File: config.mk
export PLATFORM = sky130hd
export DESIGN_NAME = icache_fetch
export DESIGN_NICKNAME = d
export VERILOG_FILES = /design/src/rtl/icache_pkg.sv /design/src/rtl/icache_way.sv /design/src/rtl/icache_fetch.sv
export SDC_FILE = /design/constraint.sdc
export NUM_CORES = 2
export LEC_CHECK = 0
export ABC_AREA = 1
export BUFFER_PORTS_ARGS = -buffer_cell sky130_fd_sc_hd__buf_2
export CORE_ASPECT_RATIO = 0.9
export CORE_UTILIZATION = 25
export DETAILED_ROUTE_END_ITERATION = 7
export GPL_ROUTABILITY_DRIVEN = 1
export PLACE_DENSITY_LB_ADDON = 0.1
export SYNTH_ARGS = -nofsm -noshare
export SYNTH_HDL_FRONTEND = slang
export SYNTH_HIERARCHICAL = 1
export SYNTH_SLANG_ARGS = --single-unit
File: constraint.sdc
create_clock -name clk -period 16.4 [get_ports clk]
set_clock_uncertainty 0.05 [all_clocks]
set_input_delay 2.46 -clock clk [delete_from_list [all_inputs] [get_ports clk]]
set_output_delay 2.46 -clock clk [all_outputs]
set_load 0.02 [all_outputs]
File: src/rtl/icache_pkg.sv
// Shared types and default geometry for the 2-way instruction cache.
// Optional hit/miss counters are enabled with the ICACHE_STATS_EN macro.
package icache_pkg;

  typedef enum logic [1:0] {IDLE, REFILL, UPDATE} state_t;

  localparam int DEF_NUM_SETS   = 8;
  localparam int DEF_LINE_WORDS = 4;
  localparam int DEF_WAYS       = 2;

  function automatic int offset_w(input int line_words);
    return $clog2(line_words) + 2;
  endfunction

  localparam int OFFSET_W = offset_w(DEF_LINE_WORDS);
  localparam int INDEX_W  = $clog2(DEF_NUM_SETS);
  localparam int TAG_W    = 32 - OFFSET_W - INDEX_W;

endpackage

File: src/rtl/icache_way.sv
// One cache way: valid/tag/data storage, combinational lookup and a full-line
// write port used when a refilled line is installed.
module icache_way
  import icache_pkg::*;
#(
  parameter int  NUM_SETS   = DEF_NUM_SETS,
  parameter int  LINE_WORDS = DEF_LINE_WORDS,
  localparam int IDX_W      = $clog2(NUM_SETS),
  localparam int WRD_W      = $clog2(LINE_WORDS),
  localparam int TG_W       = 32 - IDX_W - WRD_W - 2
) (
  input  logic                    clk,
  input  logic                    rst,
  input  logic                    i_flush_all,
  input  logic [IDX_W-1:0]        i_rd_index,
  input  logic [WRD_W-1:0]        i_rd_word,
  input  logic [TG_W-1:0]         i_rd_tag,
  output logic                    o_valid,
  output logic                    o_match,
  output logic [31:0]             o_rdata,
  input  logic                    i_wr_en,
  input  logic                    i_wr_valid,
  input  logic [IDX_W-1:0]        i_wr_index,
  input  logic [TG_W-1:0]         i_wr_tag,
  input  logic [LINE_WORDS*32-1:0] i_wr_line
);

  logic [NUM_SETS-1:0] r_valid;
  logic [TG_W-1:0]     r_tag [NUM_SETS];
  logic [31:0]         w_word [LINE_WORDS];

  // A write in the same cycle as a flush wins for its own set only when the
  // caller says the installed line is valid.
  always_ff @(posedge clk or posedge rst) begin
    if (rst) begin
      r_valid <= '0;
    end else begin
      if (i_flush_all)
        r_valid <= '0;
      if (i_wr_en && i_wr_valid)
        r_valid[i_wr_index] <= 1'b1;
    end
  end

  always_ff @(posedge clk) begin
    if (i_wr_en)
      r_tag[i_wr_index] <= i_wr_tag;
  end

  genvar gi;
  generate
    for (gi = 0; gi < LINE_WORDS; gi++) begin : g_word
      logic [31:0] r_mem [NUM_SETS];
      always_ff @(posedge clk) begin
        if (i_wr_en)
          r_mem[i_wr_index] <= i_wr_line[gi*32 +: 32];
      end
      assign w_word[gi] = r_mem[i_rd_index];
    end
  endgenerate

  assign o_valid = r_valid[i_rd_index];
  assign o_match = o_valid && (r_tag[i_rd_index] == i_rd_tag);
  assign o_rdata = w_word[i_rd_word];

endmodule

File: src/rtl/icache_fetch.sv
// 2-way set-associative instruction cache with word-by-word line refill.
// Define ICACHE_STATS_EN to add hit_count/miss_count outputs.
module icache_fetch
  import icache_pkg::*;
#(
  parameter int NUM_SETS   = DEF_NUM_SETS,
  parameter int LINE_WORDS = DEF_LINE_WORDS,
  parameter int WAYS       = DEF_WAYS
) (
  input  logic        clk,
  input  logic        rst,
  input  logic        req,
  input  logic [31:0] addr,
  input  logic        flush,
  output logic [31:0] instr,
  output logic        instr_valid,
  output logic        stall,
  output logic        hit,
  output logic        mem_req,
  output logic [31:0] mem_addr,
  input  logic [31:0] mem_rdata,
  input  logic        mem_rvalid
`ifdef ICACHE_STATS_EN
  ,
  output logic [31:0] hit_count,
  output logic [31:0] miss_count
`endif
);

  localparam int WRD_W = $clog2(LINE_WORDS);
  localparam int IDX_W = $clog2(NUM_SETS);
  localparam int OFF_W = offset_w(LINE_WORDS);
  localparam int TG_W  = 32 - OFF_W - IDX_W;
  localparam logic [WRD_W-1:0] LAST_BEAT = WRD_W'(LINE_WORDS - 1);

  state_t                   r_state;
  state_t                   w_state_next;
  logic [WRD_W-1:0]         r_beat;
  logic [TG_W+IDX_W-1:0]    r_line_addr;
  logic                     r_victim;
  logic                     r_flush_pend;
  logic [NUM_SETS-1:0]      r_lru;
  logic [31:0]              r_line_buf [LINE_WORDS];

  logic [IDX_W-1:0]         w_idx;
  logic [WRD_W-1:0]         w_word;
  logic [TG_W-1:0]          w_tag;
  logic                     w_lookup;
  logic                     w_hit;
  logic                     w_hit_way;
  logic                     w_victim;
  logic                     w_flush_all;
  logic                     w_install_valid;
  logic [IDX_W-1:0]         w_wr_idx;
  logic [LINE_WORDS*32-1:0] w_line;
  logic [WAYS-1:0]          w_valid;
  logic [WAYS-1:0]          w_match;
  logic [WAYS-1:0]          w_wr_en;
  logic [31:0]              w_rdata [WAYS];
  logic                     w_unused;

  assign w_idx    = addr[OFF_W +: IDX_W];
  assign w_word   = addr[2 +: WRD_W];
  assign w_tag    = addr[OFF_W+IDX_W +: TG_W];
  assign w_unused = ^addr[1:0];

  // Lookups are suppressed while reset is held so stall drops immediately.
  assign w_lookup  = (r_state == IDLE) && req && !rst;
  assign w_hit     = w_lookup && (|w_match);
  assign w_hit_way = !w_match[0];
  assign w_victim  = !w_valid[0] ? 1'b0 : (!w_valid[1] ? 1'b1 : r_lru[w_idx]);

  assign w_install_valid = !(r_flush_pend || flush);
  assign w_flush_all = ((r_state == IDLE) && flush) ||
                       ((r_state == UPDATE) && !w_install_valid);
  assign w_wr_idx = r_line_addr[IDX_W-1:0];

  genvar gi;
  generate
    for (gi = 0; gi < LINE_WORDS; gi++) begin : g_line
      assign w_line[gi*32 +: 32] = r_line_buf[gi];
    end

    for (gi = 0; gi < WAYS; gi++) begin : g_way
      assign w_wr_en[gi] = (r_state == UPDATE) && (r_victim == 1'(gi));
      icache_way #(
        .NUM_SETS   (NUM_SETS),
        .LINE_WORDS (LINE_WORDS)
      ) u_way (
        .clk         (clk),
        .rst         (rst),
        .i_flush_all (w_flush_all),
        .i_rd_index  (w_idx),
        .i_rd_word   (w_word),
        .i_rd_tag    (w_tag),
        .o_valid     (w_valid[gi]),
        .o_match     (w_match[gi]),
        .o_rdata     (w_rdata[gi]),
        .i_wr_en     (w_wr_en[gi]),
        .i_wr_valid  (w_install_valid),
        .i_wr_index  (w_wr_idx),
        .i_wr_tag    (r_line_addr[IDX_W +: TG_W]),
        .i_wr_line   (w_line)
      );
    end
  endgenerate

  always_ff @(posedge clk or posedge rst) begin
    if (rst)
      r_state <= IDLE;
    else
      r_state <= w_state_next;
  end

  always_comb begin
    w_state_next = r_state;
    stall        = 1'b0;
    hit          = 1'b0;
    instr_valid  = 1'b0;
    instr        = '0;
    mem_req      = 1'b0;
    mem_addr     = '0;
    case (r_state)
      IDLE: begin
        if (w_lookup) begin
          if (w_hit) begin
            hit         = 1'b1;
            instr_valid = 1'b1;
            instr       = w_match[0] ? w_rdata[0] : w_rdata[1];
          end else begin
            stall        = 1'b1;
            w_state_next = REFILL;
          end
        end
      end
      REFILL: begin
        stall    = 1'b1;
        mem_req  = 1'b1;
        mem_addr = {r_line_addr, r_beat, 2'b00};
        if (mem_rvalid && (r_beat == LAST_BEAT))
          w_state_next = UPDATE;
      end
      UPDATE: begin
        stall        = 1'b1;
        w_state_next = IDLE;
      end
      default: w_state_next = IDLE;
    endcase
  end

  // LRU bit per set names the way to evict next.
  always_ff @(posedge clk or posedge rst) begin
    if (rst) begin
      r_beat       <= '0;
      r_line_addr  <= '0;
      r_victim     <= 1'b0;
      r_flush_pend <= 1'b0;
      r_lru        <= '0;
    end else begin
      case (r_state)
        IDLE: begin
          if (w_lookup) begin
            if (w_hit) begin
              r_lru[w_idx] <= ~w_hit_way;
            end else begin
              r_line_addr <= addr[31:OFF_W];
              r_victim    <= w_victim;
              r_beat      <= '0;
            end
          end
        end
        REFILL: begin
          if (flush)
            r_flush_pend <= 1'b1;
          if (mem_rvalid)
            r_beat <= r_beat + 1'b1;
        end
        UPDATE: begin
          r_lru[w_wr_idx] <= ~r_victim;
          r_flush_pend    <= 1'b0;
        end
        default: ;
      endcase
    end
  end

  always_ff @(posedge clk) begin
    if ((r_state == REFILL) && mem_rvalid)
      r_line_buf[r_beat] <= mem_rdata;
  end

`ifdef ICACHE_STATS_EN
  logic [31:0] r_hit_cnt;
  logic [31:0] r_miss_cnt;

  always_ff @(posedge clk or posedge rst) begin
    if (rst) begin
      r_hit_cnt  <= '0;
      r_miss_cnt <= '0;
    end else if (w_lookup) begin
      if (w_hit)
        r_hit_cnt <= r_hit_cnt + 32'd1;
      else
        r_miss_cnt <= r_miss_cnt + 32'd1;
    end
  end

  assign hit_count  = r_hit_cnt;
  assign miss_count = r_miss_cnt;
`endif

endmodule
==> impl_metrics.tcl <==
set metrics [dict create \
    grt_first_pass_wirelength_um 513000 \
    pwr_density_cell_nw_per_um2 134 \
    synth-seq-cells 2634 \
    critPathLaunchType "primary input" \
    grt_pass1_vias 65200 \
    ys_types 33 \
    p_int_w 0.0120 \
    cp_max_fo 79 \
    gp_congestion 0.709 \
    overflow 0 \
    clock_path_buffers 4 \
    register_area_sq_um 78800 \
    setup_viol 0 \
    h-tree-depth 5 \
    synth_top_area_share_pct 73.7 \
    vdd_drop_max_uv 74.1 \
    vias_per_cell 4.74 \
    critPathSlowestCell "a21oi_1" \
    ys_warn_count 6 \
    die_h_um 617 \
    slew_headroom_pct 24.3 \
    fp.dieW_um 685 \
    area.growth.synth_to_final_pct 15.3 \
    worstMarginPinSlew_ps 1140 \
    initial_core_util_pct 25.1 \
    async_flop_share_pct 2.20 \
    cts_hold_buffers 0 \
    synth_area_leader_cell "edfxtp_1" \
    min_period_over_period_pct 69.5 \
    rows 225 \
    fill_cells 42400 \
    rsz0062_at_grt "no" \
    drt-initial-drc-count 5490 \
    fin_tns_setup_ps 0 \
    clockRootBuffer "clkbuf_16" \
    post-route-drc-count 0 \
    switching_power_w 0.00417 \
    crit_type "in -> out" \
    crit_path_end_kind "output port" \
    multi_input_area_sq_um 22100 \
    globalRouteTotalUtil_pct 16.9 \
    port-buffer-count 132 \
    insertion_delay_ps 920 \
    wl_per_cell_um 26.4 \
    cts_sinks 2634 \
    io_pins 137 \
    p_leak_nw 40.1 \
    critPathTopFamily "buffers and inverters" \
    fmax_mhz 87.7 \
    cts_buffers 308 \
    finalHoldViolCount 0 \
    first_pass_iters 5 \
    maxCapViolations 0 \
    antenna_found_initial 33 \
    post-synth-top-count-cell "edfxtp_1" \
    syn-cell-area_sq_um 105000 \
    cts_setup_buffers 0 \
    vias 66100 \
    arrival_ps 8890 \
    power_frac_clock_pct 40.9 \
    cp.required_ps 13890 \
    synth_common_cells "edfxtp_1 (2576), nor2_1 (1224), o21ai_0 (1090)" \
    status "completed" \
    path_common_cell "nand2_1" \
    ctsResizeCount 0 \
    synth_flop_cell "edfxtp_1" \
    fp.dieArea_sq_um 423000 \
    seqPwrFrac_pct 50.8 \
    slew_viol_final 0 \
    hold_class "reg -> reg" \
    cts_tree "yes" \
    coreArea_sq_um 418000 \
    syn_avg_cell_area_sq_um 13.0 \
    synthCells 8101 \
    synth_edf_count 2576 \
    nets 8223 \
    fin_util_pct 29.0 \
    drive_above_1_share_pct 8.65 \
    p_comb_share_pct 8.3 \
    ant_nets 0 \
    fin_crit_ps 11400 \
    place_hpwl_um 178000 \
    crit_chain "buf_8 > buf_4 > buf_4 > nand2_1 > nand2_1 > nand2_1 > nand3_1 > nand2_1 > nand2_1 > nand2_1 > nor2_1 > nand2_1 > nor2_1 > nand2_1 > nor2_4 > buf_4 > buf_4 > nand2_1 > a21oi_1 > buf_2" \
    seq_area_frac_synth_pct 75.1 \
    ys_top_cells_by_area "edfxtp_1 (74%), o21ai_0 (5.2%), nor2_1 (4.4%), o221ai_1 (3.4%), nand2_1 (3.3%)" \
    clk_pin_slew_ps 60 \
    routed_wl_um 369000 \
    cp_num_buf_inv 6 \
    swShare_pct 25.8 \
    critPathMaxStageDelay_ps 910 \
    grt_max_degree 194 \
]
[final timing paths]
path / endpoint / cells past startpoint / slack (ps) / startpoint
worst min-delay path: r_lru[6] / 2 / 430 / r_lru[6]
min in group asynchronous: g_way[1].u_way/r_valid[0] / 2 / 1520 / rst
worst max register to register: g_way[0].u_way/g_word[1].r_mem[5][29] / 9 / 10740 / r_state[0]
worst min register to register: r_lru[6] / 2 / 430 / r_lru[6]
worst max-delay path: instr[5] / 20 / 5000 / addr[4]
max in group asynchronous: r_line_addr[15] / 3 / 13940 / rst
[power by group through the flow]
stage / Combinational [W] / Clock [W] / Sequential, W
final: 0.00135 / 0.00661 / 0.00822
after global routing: 0.00148 / 0.00704 / 0.00827
after CTS: 0.00139 / 0.00681 / 0.00822
after detailed placement: 0.00138 / 0 / 0.00837
after global placement: 0.00138 / 0 / 0.00835
after floorplan: 0.000749 / 0 / 0.00828
[state kept, by name, summed over array words and instances, names as in the netlist]
signal                    flops
g_way.u_way/g_word.r_mem   2048
g_way.u_way/r_tag           400
r_line_buf                  128
r_line_addr                  28
g_way.u_way/r_valid          16
r_lru                         8
r_beat                        2
r_state                       2
r_flush_pend                  1
r_victim                      1
[layout make-up]
class | count | area share (%)
repair buffers | 277 | 1.74
diodes | 11 | 0.0227
multi-input cells | 4542 | 18.3
flip-flops and latches | 2634 | 65.1
clock buffers | 393 | 6.86
inverters | 383 | 1.25
well taps | 5561 | 5.75
clock inverters | 156 | 0.971
[routing by layer]
layer	wire [um]	GRT usage, %	share of wire (%)
met2	173000	28.0	47
met5	110	0	0.030
met3	16400	2.37	4.4
met4	12100	5.36	3.3
met1	168000	22.9	45
[layout by cell type, fill, tap and decap left out, types with 11 or more instances in the layout]
master     instances
a21oi_1           51
a31oi_1           20
buf_12            25
buf_2            127
buf_4            121
bufinv_16         16
clkbuf_1          69
clkbuf_16        318
clkinv_1          79
clkinv_2          47
dfrtp_1           58
diode_2           11
edfxtp_1        2576
inv_1            367
inv_6             11
nand2_1          935
nand3_1          520
nand3b_1          24
nor2_1          1203
nor2_4            22
o21a_1            34
o21ai_0         1090
o21ai_1           95
o221ai_1         404
o22ai_1          122
[cells by family after synthesis]
logic type | share of synthesized area [%]
adders and majority gates | 0.0953
DFF | 75.1
buffers and inverters | 4.01
AOI/OAI and AO/OA | 10.4
and+or+nand+nor | 10.4
other | 0.00357
[worst reg2reg max path, stage by stage (launching register included)]
cell and delay [ps]:
dfrtp_1 420, inv_1 100, ha_1 590, inv_2 260
nor2_1 230, inv_1 350, nor2_4 900, buf_4 860
buf_12 600, buf_4 870
[through the flow]
step	setup slack (ps)	area [sq um]	hold WS [ps]	power, W	std cells
2_1_floorplan	8080	105000	398	0.00903	8102
3_3_place_gp	4980	112000	414	0.00973	13400
3_5_place_dp	5020	112000	417	0.00975	13400
4_1_cts	5010	121000	434	0.0164	13900
5_1_grt	4800	121000	453	0.0168	14000
6_report	5000	121000	428	0.0162	14000
(Power assumes the default switching activity.)
